[config.mk]
export PLATFORM = sky130hd
export DESIGN_NAME = key_event_scheduler_flat
export DESIGN_NICKNAME = d
export VERILOG_FILES = /design/src/rtl/key_event_scheduler_if.sv /design/src/rtl/key_event_scheduler.sv /design/src/flat_wrapper.sv
export SDC_FILE = /design/constraint.sdc
export NUM_CORES = 1
export LEC_CHECK = 0
export ABC_AREA = 1
export ABC_CLOCK_PERIOD_IN_PS = 3100
export CORE_MARGIN = 10
export CORE_UTILIZATION = 35
export CTS_CLUSTER_DIAMETER = 60
export DETAILED_ROUTE_END_ITERATION = 16
export GPL_TIMING_DRIVEN = 0
export SYNTH_ARGS = -nofsm -noshare
export SYNTH_HDL_FRONTEND = slang
export SYNTH_SLANG_ARGS = --single-unit
[constraint.sdc]
create_clock -name Clock -period 3.1 [get_ports Clock]
set_input_delay 0.62 -clock Clock [delete_from_list [all_inputs] [get_ports Clock]]
set_output_delay 0.62 -clock Clock [all_outputs]
set_load 0.02 [all_outputs]
[src/rtl/key_event_scheduler_if.sv]
// Event handshake between the key event scheduler and its consumer.
// The scheduler drives the head event; the consumer answers with ev_ready.
interface key_event_scheduler_if #(
    parameter int unsigned N_KEYS = 4
);
    localparam int unsigned KW = $clog2(N_KEYS);

    logic          ev_valid;
    logic [KW-1:0] ev_key;
    logic          ev_long;
    logic          ev_ready;

    modport master (
        output ev_valid,
        output ev_key,
        output ev_long,
        input  ev_ready
    );

    modport slave (
        input  ev_valid,
        input  ev_key,
        input  ev_long,
        output ev_ready
    );
endinterface

[src/rtl/key_event_scheduler.sv]
// Collects short/long press pulses from per-button classifiers into per-key
// pending bits, arbitrates round-robin between keys and queues one event per
// cycle into a small FIFO. Dropped pulses raise a sticky overflow flag.
module key_event_scheduler #(
    parameter int unsigned N_KEYS = 4,
    parameter int unsigned DEPTH  = 4
) (
    input  logic                         Clock,
    input  logic                         Reset,
    input  logic [N_KEYS-1:0]            short,
    input  logic [N_KEYS-1:0]            long,
    key_event_scheduler_if.master        ev,
    output logic [N_KEYS-1:0]            pending,
    output logic                         overflow,
    input  logic                         clr_ovf
);
    localparam int unsigned KW = $clog2(N_KEYS);
    localparam int unsigned AW = $clog2(DEPTH);
    localparam int unsigned CW = AW + 1;
    localparam logic [CW-1:0] DEPTH_C  = CW'(DEPTH);
    localparam logic [KW-1:0] LAST_KEY = KW'(N_KEYS - 1);

    logic [N_KEYS-1:0] s_q, s_d, l_q, l_d;
    logic [N_KEYS-1:0] clr_s, clr_l, eligible;
    logic [KW-1:0]     ptr_q, ptr_d;
    logic [AW-1:0]     wptr_q, rptr_q;
    logic [CW-1:0]     count_q, count_d;
    logic              ovf_q, ovf_d;
    logic [KW:0]       mem_q [DEPTH];
    logic [KW:0]       head;

    logic          ev_valid, pop, push_ok, push, push_long, drop;
    logic          hi_found, lo_found, gnt_valid;
    logic [KW-1:0] hi_idx, lo_idx, gnt_idx;

    assign eligible = s_q | l_q;
    assign ev_valid = (count_q != '0);
    assign pop      = ev_valid && ev.ev_ready;
    // A full FIFO can still accept when the head leaves in the same cycle.
    assign push_ok  = (count_q != DEPTH_C) || pop;

    // Round-robin search: lowest eligible key at or above ptr, else lowest overall.
    always_comb begin
        hi_found = 1'b0;
        lo_found = 1'b0;
        hi_idx   = '0;
        lo_idx   = '0;
        for (int k = int'(N_KEYS) - 1; k >= 0; k--) begin
            if (eligible[k]) begin
                lo_found = 1'b1;
                lo_idx   = KW'(k);
                if (KW'(k) >= ptr_q) begin
                    hi_found = 1'b1;
                    hi_idx   = KW'(k);
                end
            end
        end
        gnt_valid = hi_found | lo_found;
        gnt_idx   = hi_found ? hi_idx : lo_idx;
    end

    // Grant, pending-bit update and drop detection; long wins within a key.
    always_comb begin
        clr_s     = '0;
        clr_l     = '0;
        push      = gnt_valid && push_ok;
        push_long = l_q[gnt_idx];
        ptr_d     = ptr_q;
        if (push) begin
            if (push_long) begin
                clr_l[gnt_idx] = 1'b1;
            end else begin
                clr_s[gnt_idx] = 1'b1;
            end
            ptr_d = (gnt_idx == LAST_KEY) ? '0 : gnt_idx + KW'(1);
        end
        // A pulse landing on a bit cleared this cycle simply re-arms it.
        s_d   = (s_q & ~clr_s) | short;
        l_d   = (l_q & ~clr_l) | long;
        drop  = |((short & s_q & ~clr_s) | (long & l_q & ~clr_l));
        ovf_d = (ovf_q & ~clr_ovf) | drop;
    end

    // FIFO occupancy bookkeeping.
    always_comb begin
        count_d = count_q;
        case ({push, pop})
            2'b10:   count_d = count_q + CW'(1);
            2'b01:   count_d = count_q - CW'(1);
            default: count_d = count_q;
        endcase
    end

    // Control state; reset discards pending and queued events at once.
    always_ff @(posedge Clock or negedge Reset) begin
        if (!Reset) begin
            s_q     <= '0;
            l_q     <= '0;
            ptr_q   <= '0;
            wptr_q  <= '0;
            rptr_q  <= '0;
            count_q <= '0;
            ovf_q   <= 1'b0;
        end else begin
            s_q     <= s_d;
            l_q     <= l_d;
            ptr_q   <= ptr_d;
            count_q <= count_d;
            ovf_q   <= ovf_d;
            if (push) wptr_q <= wptr_q + AW'(1);
            if (pop)  rptr_q <= rptr_q + AW'(1);
        end
    end

    // Event storage; entries are only meaningful while counted as occupied.
    always_ff @(posedge Clock) begin
        if (push) mem_q[wptr_q] <= {gnt_idx, push_long};
    end

    assign head        = mem_q[rptr_q];
    assign ev.ev_valid = ev_valid;
    assign ev.ev_key   = ev_valid ? head[KW:1] : '0;
    assign ev.ev_long  = ev_valid ? head[0] : 1'b0;
    assign pending     = eligible;
    assign overflow    = ovf_q;
endmodule

[src/flat_wrapper.sv]
// flat-port wrapper written by rule: the top's interface ports become plain ports
module key_event_scheduler_flat 
#(
    parameter int unsigned N_KEYS = 4,
    parameter int unsigned DEPTH  = 4
)
  (Clock, Reset, short, long, pending, overflow, clr_ovf, ev_ev_valid, ev_ev_key, ev_ev_long, ev_ev_ready);
  key_event_scheduler_if #(.N_KEYS(N_KEYS)) ev_i ();
  input  logic Clock;
  input  logic Reset;
  input  logic [N_KEYS-1:0] short;
  input  logic [N_KEYS-1:0] long;
  output logic [N_KEYS-1:0] pending;
  output logic overflow;
  input  logic clr_ovf;
  output wire logic [$bits(ev_i.ev_valid)-1:0] ev_ev_valid;
  output wire logic [$bits(ev_i.ev_key)-1:0] ev_ev_key;
  output wire logic [$bits(ev_i.ev_long)-1:0] ev_ev_long;
  input wire logic [$bits(ev_i.ev_ready)-1:0] ev_ev_ready;
  assign ev_ev_valid = ev_i.ev_valid;
  assign ev_ev_key = ev_i.ev_key;
  assign ev_ev_long = ev_i.ev_long;
  assign ev_i.ev_ready = ev_ev_ready;
  key_event_scheduler #(.N_KEYS(N_KEYS), .DEPTH(DEPTH)) u_core (.Clock(Clock), .Reset(Reset), .short(short), .long(long), .ev(ev_i), .pending(pending), .overflow(overflow), .clr_ovf(clr_ovf));
endmodule
==> results of run 1 <==
-- registers in the layout, indices dropped and copies added (netlist names) --
signal	flops
u_core.count_q	3
u_core.s_q	4
u_core.ptr_q	2
u_core.mem_q	12
u_core.wptr_q	2
u_core.overflow	1
u_core.l_q	4
u_core.rptr_q	2
-- worst max-delay path, cell delays in order --
cell and delay (ns):
sky130_fd_sc_hd__clkdlybuf4s50_1 0.43, sky130_fd_sc_hd__nor4_1 0.42, sky130_fd_sc_hd__nor2_4 0.16, sky130_fd_sc_hd__inv_2 0.18, sky130_fd_sc_hd__ha_1 0.17, sky130_fd_sc_hd__inv_1 0.06
sky130_fd_sc_hd__fa_1 0.38, sky130_fd_sc_hd__a21oi_1 0.14, sky130_fd_sc_hd__o21ai_0 0.11, sky130_fd_sc_hd__xor2_1 0.15
-- layout make-up --
class                      count  area (sq um)
fill                         524          2870
inverter                      40           150
buffer                         1          3.75
sequential                    30           811
clock inverter                 2          10.0
multi-input combinational    138           841
tap                           70          87.6
clock buffer                   6          72.6
timing repair buffer          20           200
-- how the worst min path moves through the flow --
stage	startpoint	endpoint	slack, ns	depth (start not counted)
6_report	u_core.s_q[3]	u_core.s_q[3]	0.51	1
5_1_grt	u_core.s_q[3]	u_core.s_q[3]	0.52	1
4_1_cts	u_core.s_q[3]	u_core.s_q[3]	0.51	1
3_5_place_dp	u_core.s_q[3]	u_core.s_q[3]	0.49	1
3_3_place_gp	u_core.s_q[3]	u_core.s_q[3]	0.49	1
2_1_floorplan	Reset	u_core.count_q[0]	0.32	0
-- logic make-up after synthesis --
logic type                 synth area share
buffers and inverters                0.0852
AOI/OAI and AO/OA                     0.108
DFF                                   0.449
and+or+nand+nor                       0.265
xor gates and xnor gates             0.0194
adders and majority gates            0.0735
-- metrics by stage --
stage                     worst slack, ns  cells
after floorplan                     0.820    209
after global routing                0.261    307
after detailed placement            0.142    299
after CTS                           0.416    307
after global placement              0.153    299
final                               0.420    307
-- routing by layer --
layer	global-route usage	wire (microns)
met1	0.110	1700
met2	0.142	1560
met3	0.0383	221
met4	0.0270	42
met5	0	0
-- layout by cell type, fill, tap and decap left out, types with 5 or more instances in the layout --
master                             n
sky130_fd_sc_hd__dfrtp_1          18
sky130_fd_sc_hd__nor2_1           26
sky130_fd_sc_hd__inv_1            35
sky130_fd_sc_hd__o21ai_0          11
sky130_fd_sc_hd__edfxtp_1         12
sky130_fd_sc_hd__o21bai_1          6
sky130_fd_sc_hd__ha_1              9
sky130_fd_sc_hd__inv_2             5
sky130_fd_sc_hd__clkbuf_8          5
sky130_fd_sc_hd__clkdlybuf4s50_1  20
sky130_fd_sc_hd__nand2_1          37
sky130_fd_sc_hd__nand2_4           7
sky130_fd_sc_hd__nand3_1          11
sky130_fd_sc_hd__nand2_2           5
-- power breakdown --
group	switching [mW]	leakage, nW	internal [mW]
Combinational	0.767	0.716	0.464
Clock	0.149	0.0450	0.155
Sequential	0.112	0.301	0.662
==> flow_summary.rst, run 1 <==
.. list-table::
   :header-rows: 1

   * - Metric
     - Value
   * - Actual slew at the worst max-slew pin
     - 0.899 ns
   * - Buffers inserted by post-CTS timing repair
     - 0
   * - Post-Synthesis Net Count
     - 231
   * - Library cell with the largest summed area after synthesis
     - sky130_fd_sc_hd__dfrtp_1
   * - Capture instance of the worst register-to-register path
     - u_core.count_q[2]
   * - Via count normalized by instance count
     - 4.33
   * - CP endpoint kind
     - register
   * - DR vias
     - 1,330
   * - Placer Congestion
     - 0.800
   * - Nets
     - 258
   * - Pins Over Slew Limit
     - 0
   * - Number of setup violations in the final report
     - 0
   * - Worst endpoint data arrival time
     - 2.83 ns
   * - IO Pins
     - 21
   * - Cell leakage power
     - 1.06 nW
   * - Top cells by area, synth
     - sky130_fd_sc_hd__dfrtp_1, sky130_fd_sc_hd__edfxtp_1, sky130_fd_sc_hd__nand2_1
   * - Hold buffers post-CTS
     - 0
   * - Number of hold violations in the final report
     - 0
   * - Quantity of I/O buffers inserted on ports
     - 20
   * - Clock Sink Count
     - 30
   * - Crit path time final
     - 2.68 ns
   * - Number of cells traversed by the worst register-to-register path
     - 11
   * - Critical Path Sink
     - u_core.count_q[2]
   * - Maximum clock skew at final layout
     - 0.00933 ns
   * - Leading post-synthesis cells by instance count
     - sky130_fd_sc_hd__nand2_1, sky130_fd_sc_hd__inv_1, sky130_fd_sc_hd__nor2_1, sky130_fd_sc_hd__dfrtp_1, sky130_fd_sc_hd__edfxtp_1
   * - Maximum level of the CTS H-tree
     - 2
   * - Number of distinct library cells after synthesis
     - 27
   * - Die extent in y
     - 91.8 microns
   * - Number of nets with antenna violations after detailed routing
     - 0
   * - Dominant synthesized flop cell
     - sky130_fd_sc_hd__dfrtp_1
   * - Biggest fanout along the worst timing path
     - 10
   * - Synth warnings
     - 0
   * - Async set-or-reset flop fraction in the synthesized netlist
     - 0.600
   * - Final instance area
     - 0.00218 sq mm
   * - Worst R2R Setup Slack
     - 0.58 ns
   * - Post-DP HPWL
     - 2.76 mm
   * - Number of placement rows
     - 26
   * - Post-synthesis average cell area
     - 8.64 sq um
   * - Clock tree root buffer cell
     - sky130_fd_sc_hd__clkbuf_8
   * - Period utilization
     - 0.864
   * - Wire length of the first global-routing pass
     - 6.26 mm
   * - Number of flops mapped to enable cells by yosys
     - 12
   * - Die Wd
     - 91.8 microns
   * - Share of final-layout standard cells stronger than drive strength 1
     - 0.148
   * - Clock-pin slew on the worst setup and hold paths
     - 0.06 ns
   * - Post-synthesis instance area
     - 0.00181 sq mm
   * - Most frequently used cell type in the post-synthesis netlist
     - sky130_fd_sc_hd__nand2_1
   * - Total clock buffers created by CTS
     - 5
   * - Clock tree from TritonCTS
     - done
   * - Number of iterations in the first detailed-routing pass
     - 4
   * - Total wirelength of the detailed-routed design
     - 3.53 mm
   * - Setup_tns
     - 0 ns
   * - Fmax
     - 373 MHz
   * - Critical path type
     - in2reg
   * - Type of the most critical hold path
     - reg2reg
   * - Wirelength per Cell
     - 11.5 microns
   * - Resized Gates After CTS
     - 0
   * - Worst endpoint required time
     - 3.25 ns
   * - Type of origin of the critical path
     - input port
   * - Hold Slack
     - 0.507 ns
   * - Total placed instance area
     - 0.00209 sq mm
   * - Total Routing Usage GR
     - 0.0902
   * - Die Area
     - 0.00843 sq mm
   * - Worst-case clock buffer depth
     - 2
   * - Power after layout
     - 2.31 mW
   * - Pin count of the biggest net entering global routing
     - 19
   * - Number of DRC violations after detailed-routing iteration 0
     - 34
   * - Number of antenna violations at the first check in global routing
     - 0
   * - Startpoint of the most critical register-to-register path
     - u_core.s_q[2]
   * - Post-detailed-route DRC marker count
     - 0
   * - Worst setup path startpoint
     - ev_ev_ready
   * - Aggregate global routing overflow
     - 0
   * - Starting utilization of the core area
     - 0.358
   * - Number of global-route vias before repair
     - 1,339
   * - Ant diodes
     - 0
   * - Max_cap viols
     - 0
   * - Share of the yosys chip area belonging to registers
     - 0.449
   * - Area share of the leading cell type in the synthesized netlist
     - 0.249
   * - Flop and latch count out of synthesis
     - 30
   * - Post-layout utilization of the core
     - 0.432
   * - VDD IR-drop max
     - 0.000427 V
   * - Growth of design area from synthesis to finish
     - 20.5%
   * - Worst slew slack as a fraction of its limit
     - 0.399
   * - Clock Latency Late Sink
     - 0.28 ns
   * - Run status
     - completed
   * - RSZ-0062 raised after global routing
     - no
   * - Number of standard cells after synthesis
     - 209
   * - PD cells
     - 1060 mW/mm^2
   * - Floorplan core area
     - 0.00504 sq mm
(Power assumes the default switching activity.)
==> run 2: changes to the inputs <==
--- a/config.mk
+++ b/config.mk
@@ -7,11 +7,14 @@
 export LEC_CHECK = 0
 export ABC_AREA = 1
 export ABC_CLOCK_PERIOD_IN_PS = 3100
+export CORE_ASPECT_RATIO = 0.5
 export CORE_MARGIN = 10
 export CORE_UTILIZATION = 35
 export CTS_CLUSTER_DIAMETER = 60
+export CTS_CLUSTER_SIZE = 16
 export DETAILED_ROUTE_END_ITERATION = 16
 export GPL_TIMING_DRIVEN = 0
+export PLACE_DENSITY = 0.6
 export SYNTH_ARGS = -nofsm -noshare
 export SYNTH_HDL_FRONTEND = slang
 export SYNTH_SLANG_ARGS = --single-unit
==> flow_summary.rst, run 2 (synthesis gave the netlist of run 1 again) <==
.. list-table::
   :header-rows: 1

   * - Metric
     - Value
   * - Critical path's slowest cell
     - sky130_fd_sc_hd__nor4_1 (was sky130_fd_sc_hd__clkdlybuf4s50_1)
   * - Worst-case clock buffer depth
     - 2 (unchanged)
   * - Resized Gates After CTS
     - 0 (unchanged)
   * - Number of iterations in the first detailed-routing pass
     - 4 (unchanged)
   * - Worst endpoint required time
     - 3.26 ns (was 3.25 ns)
   * - Post-Place Worst Slack
     - 0.110 ns (was 0.142 ns)
   * - Aggregate global routing overflow
     - 0 (unchanged)
   * - Clock tree from TritonCTS
     - done (unchanged)
   * - Hold buffers post-CTS
     - 0 (unchanged)
   * - Starting utilization of the core area
     - 0.364 (was 0.358)
   * - Placer Congestion
     - 0.829 (was 0.800)
   * - CP endpoint kind
     - register (unchanged)
   * - Share of final-layout standard cells stronger than drive strength 1
     - 0.152 (was 0.148)
   * - Total clock buffers created by CTS
     - 5 (unchanged)
   * - Floorplan core area
     - 0.00495 sq mm (was 0.00504 sq mm)
   * - Registers with the highest flip-flop counts
     - u_core.mem_q: 12 flops, u_core.l_q: 4 flops, u_core.s_q: 4 flops (unchanged)
   * - Max_cap viols
     - 0 (unchanged)
   * - Type of the most critical hold path
     - reg2reg (unchanged)
   * - Ant diodes
     - 0 (unchanged)
   * - Fmax
     - 374 MHz (was 373 MHz)
   * - Cell leakage power
     - 1.06 nW (about the same)
   * - Crit path time final
     - 2.67 ns (was 2.68 ns)
   * - Period utilization
     - 0.863 (was 0.864)
   * - Wirelength per Cell
     - 11.9 microns (was 11.5 microns)
   * - Power after layout
     - 2.35 mW (was 2.31 mW)
   * - Clock-pin slew on the worst setup and hold paths
     - 0.07 ns (was 0.06 ns)
   * - Number of setup violations in the final report
     - 0 (unchanged)
   * - Pins Over Slew Limit
     - 0 (unchanged)
   * - Sequential Area
     - 811 sq um (unchanged)
   * - VDD IR-drop max
     - 0.000455 V (was 0.000427 V)
   * - Met2 Usage GRT
     - 0.143 (was 0.142)
   * - Critical path type
     - in2reg (unchanged)
   * - Total wirelength of the detailed-routed design
     - 3.66 mm (was 3.53 mm)
   * - Worst slew slack as a fraction of its limit
     - 0.421 (was 0.399)
   * - Number of placement rows
     - 18 (was 26)
   * - Number of global-route vias before repair
     - 1,341 (was 1,339)
   * - Wire length of the first global-routing pass
     - 6.26 mm (unchanged)
   * - Buffers & Inverters on Critical Path
     - 3 (unchanged)
   * - Nets
     - 258 (unchanged)
   * - Sequential share of power
     - 0.330 (was 0.335)
   * - Maximum clock skew at final layout
     - 0.00304 ns (was 0.00933 ns)
   * - Clock Sink Count
     - 30 (unchanged)
   * - Buffers inserted by post-CTS timing repair
     - 0 (unchanged)
   * - Switching power
     - 1.05 mW (was 1.03 mW)
   * - Global Route met1 Usage
     - 0.109 (was 0.110)
   * - Maximum level of the CTS H-tree
     - 2 (unchanged)
   * - Clock Latency Late Sink
     - 0.28 ns (about the same)
   * - Setup_tns
     - 0 ns (unchanged)
   * - Switching power as a share of total power
     - 0.445 (about the same)
   * - Most common cell after layout, fill and taps aside
     - sky130_fd_sc_hd__nand2_1 (unchanged)
   * - Die extent in y
     - 70.8 microns (was 91.8 microns)
   * - Layer carrying the most global-route usage
     - met2 (unchanged)
   * - Number of antenna violations at the first check in global routing
     - 0 (unchanged)
   * - Int Pwr
     - 1.30 mW (was 1.28 mW)
   * - IO Pins
     - 21 (unchanged)
   * - Largest Register
     - u_core.mem_q (unchanged)
   * - Fill cell instance count of the final layout
     - 493 (was 524)
   * - Actual slew at the worst max-slew pin
     - 0.865 ns (was 0.899 ns)
   * - Growth of design area from synthesis to finish
     - 21.2% (was 20.5%)
   * - Via count normalized by instance count
     - 4.33 (about the same)
   * - DR vias
     - 1,328 (was 1,330)
   * - Top library cells by usage in the layout, fill and taps aside
     - sky130_fd_sc_hd__nand2_1, sky130_fd_sc_hd__inv_1, sky130_fd_sc_hd__nor2_1 (unchanged)
   * - Max reg flops
     - 12 (unchanged)
   * - Met3 global-route usage
     - 0.0293 (was 0.0383)
   * - Worst endpoint data arrival time
     - 2.83 ns (about the same)
   * - Slack of the critical path
     - 0.426 ns (was 0.420 ns)
   * - Die Wd
     - 122 microns (was 91.8 microns)
   * - Pin count of the biggest net entering global routing
     - 19 (unchanged)
   * - PD cells
     - 1070 mW/mm^2 (was 1060 mW/mm^2)
   * - Delay of the slowest cell on the worst path
     - 0.43 ns (about the same)
   * - Cell-by-cell listing of the critical path
     - clkdlybuf4s50_1, nor4_1, nor2_4, inv_2, ha_1, inv_1, fa_1, a21oi_1, o21ai_0, xor2_1 (unchanged)
   * - Type of origin of the critical path
     - input port (unchanged)
   * - Number of nets with antenna violations after detailed routing
     - 0 (unchanged)
   * - RSZ-0062 raised after global routing
     - no (unchanged)
   * - Post-DP HPWL
     - 2.86 mm (was 2.76 mm)
   * - Multi-input logic area
     - 841 sq um (unchanged)
   * - Die Area
     - 0.00861 sq mm (was 0.00843 sq mm)
   * - Quantity of I/O buffers inserted on ports
     - 20 (unchanged)
   * - Fraction of power consumed by the clock network
     - 0.142 (was 0.132)
   * - Post-detailed-route DRC marker count
     - 0 (unchanged)
   * - Number of DRC violations after detailed-routing iteration 0
     - 56 (was 34)
   * - Biggest fanout along the worst timing path
     - 10 (unchanged)
   * - Clock tree root buffer cell
     - sky130_fd_sc_hd__clkbuf_8 (unchanged)
   * - Top Family by Delay on Critical Path
     - buffers and inverters (unchanged)
   * - Number of hold violations in the final report
     - 0 (unchanged)
   * - Run status
     - completed (unchanged)
   * - Fraction of power consumed by combinational cells
     - 0.529 (was 0.533)
   * - Total Routing Usage GR
     - 0.0899 (was 0.0902)
==> run 2: cell types whose count changed in the layout (fill, tap and decap cells not counted), sizes merged <==
cell / before / now
clkinv: 2 / 1
clkinvlp: 0 / 1
==> run 2: cell type report <==
type,instances,area share
inverters,40,0.0686
clock buffers,6,0.0377
multi-input cells,138,0.384
flip-flops and latches,30,0.370
repair buffers,20,0.0915
clock inverters,2,0.00572
plain buffers,1,0.00172
well taps,70,0.0400
==> run 2: worst reg2reg max path, delay by kind of cell (launching register included) <==
family / cells / cell delay (ns)
AO/OA/AOI/OAI: 2 / 0.25
XOR/XNOR: 1 / 0.15
adder cells (fa/ha/maj): 2 / 0.55
buffers and inverters: 2 / 0.24
flip-flops: 1 / 0.45
AND/OR/NAND/NOR: 4 / 0.72
==> run 2: power by group through the flow <==
stage,sequential (mW),clock (mW),combinational [mW]
floorplan,0.753,0,0.934
global placement,0.778,0,1.23
detailed placement,0.784,0,1.25
CTS,0.776,0.344,1.26
global route,0.796,0.359,1.42
finish,0.775,0.333,1.24
==> run 2: path summary, 6_finish.rpt <==
kind | depth (start not counted) | end | startpoint | slack, ns
worst max-delay path | 10 | u_core.count_q[2] | ev_ev_ready | 0.43
worst min-delay path | 1 | u_core.s_q[0] | u_core.s_q[0] | 0.50
worst max register to register | 11 | u_core.count_q[2] | u_core.l_q[2] | 0.62
worst min register to register | 1 | u_core.s_q[0] | u_core.s_q[0] | 0.50
max in group asynchronous | 1 | u_core.wptr_q[0] | Reset | 1.74
min in group asynchronous | 1 | u_core.s_q[3] | Reset | 0.83
==> run 2: per-stage QoR <==
| stage | utilization | cells | hold WS [ns] | area (sq um) |
|---|---|---|---|---|
| after detailed placement | 0.422 | 299 | 0.492 | 2090 |
| after CTS | 0.442 | 307 | 0.508 | 2190 |
| after global routing | 0.442 | 307 | 0.531 | 2190 |
| after global placement | 0.422 | 299 | 0.487 | 2090 |
| final | 0.442 | 307 | 0.502 | 2190 |
| after floorplan | - | 209 | 0.324 | 1810 |
==> run 2: metal layers <==
metal  wire (microns)  share of wire  vias up
li1                 -              -      705
met1             1810           0.50      602
met2             1670           0.46       16
met3              126          0.034        5
met4               51          0.014        0
met5                0              0        -
==> run 3: changes to the inputs <==
--- a/config.mk
+++ b/config.mk
@@ -6,7 +6,6 @@
 export NUM_CORES = 1
 export LEC_CHECK = 0
 export ABC_AREA = 1
-export ABC_CLOCK_PERIOD_IN_PS = 3100
 export CORE_ASPECT_RATIO = 0.5
 export CORE_MARGIN = 10
 export CORE_UTILIZATION = 35
==> results of run 3 <==
Same layout as run 2: the final DEF is identical, and so are final timing and power.
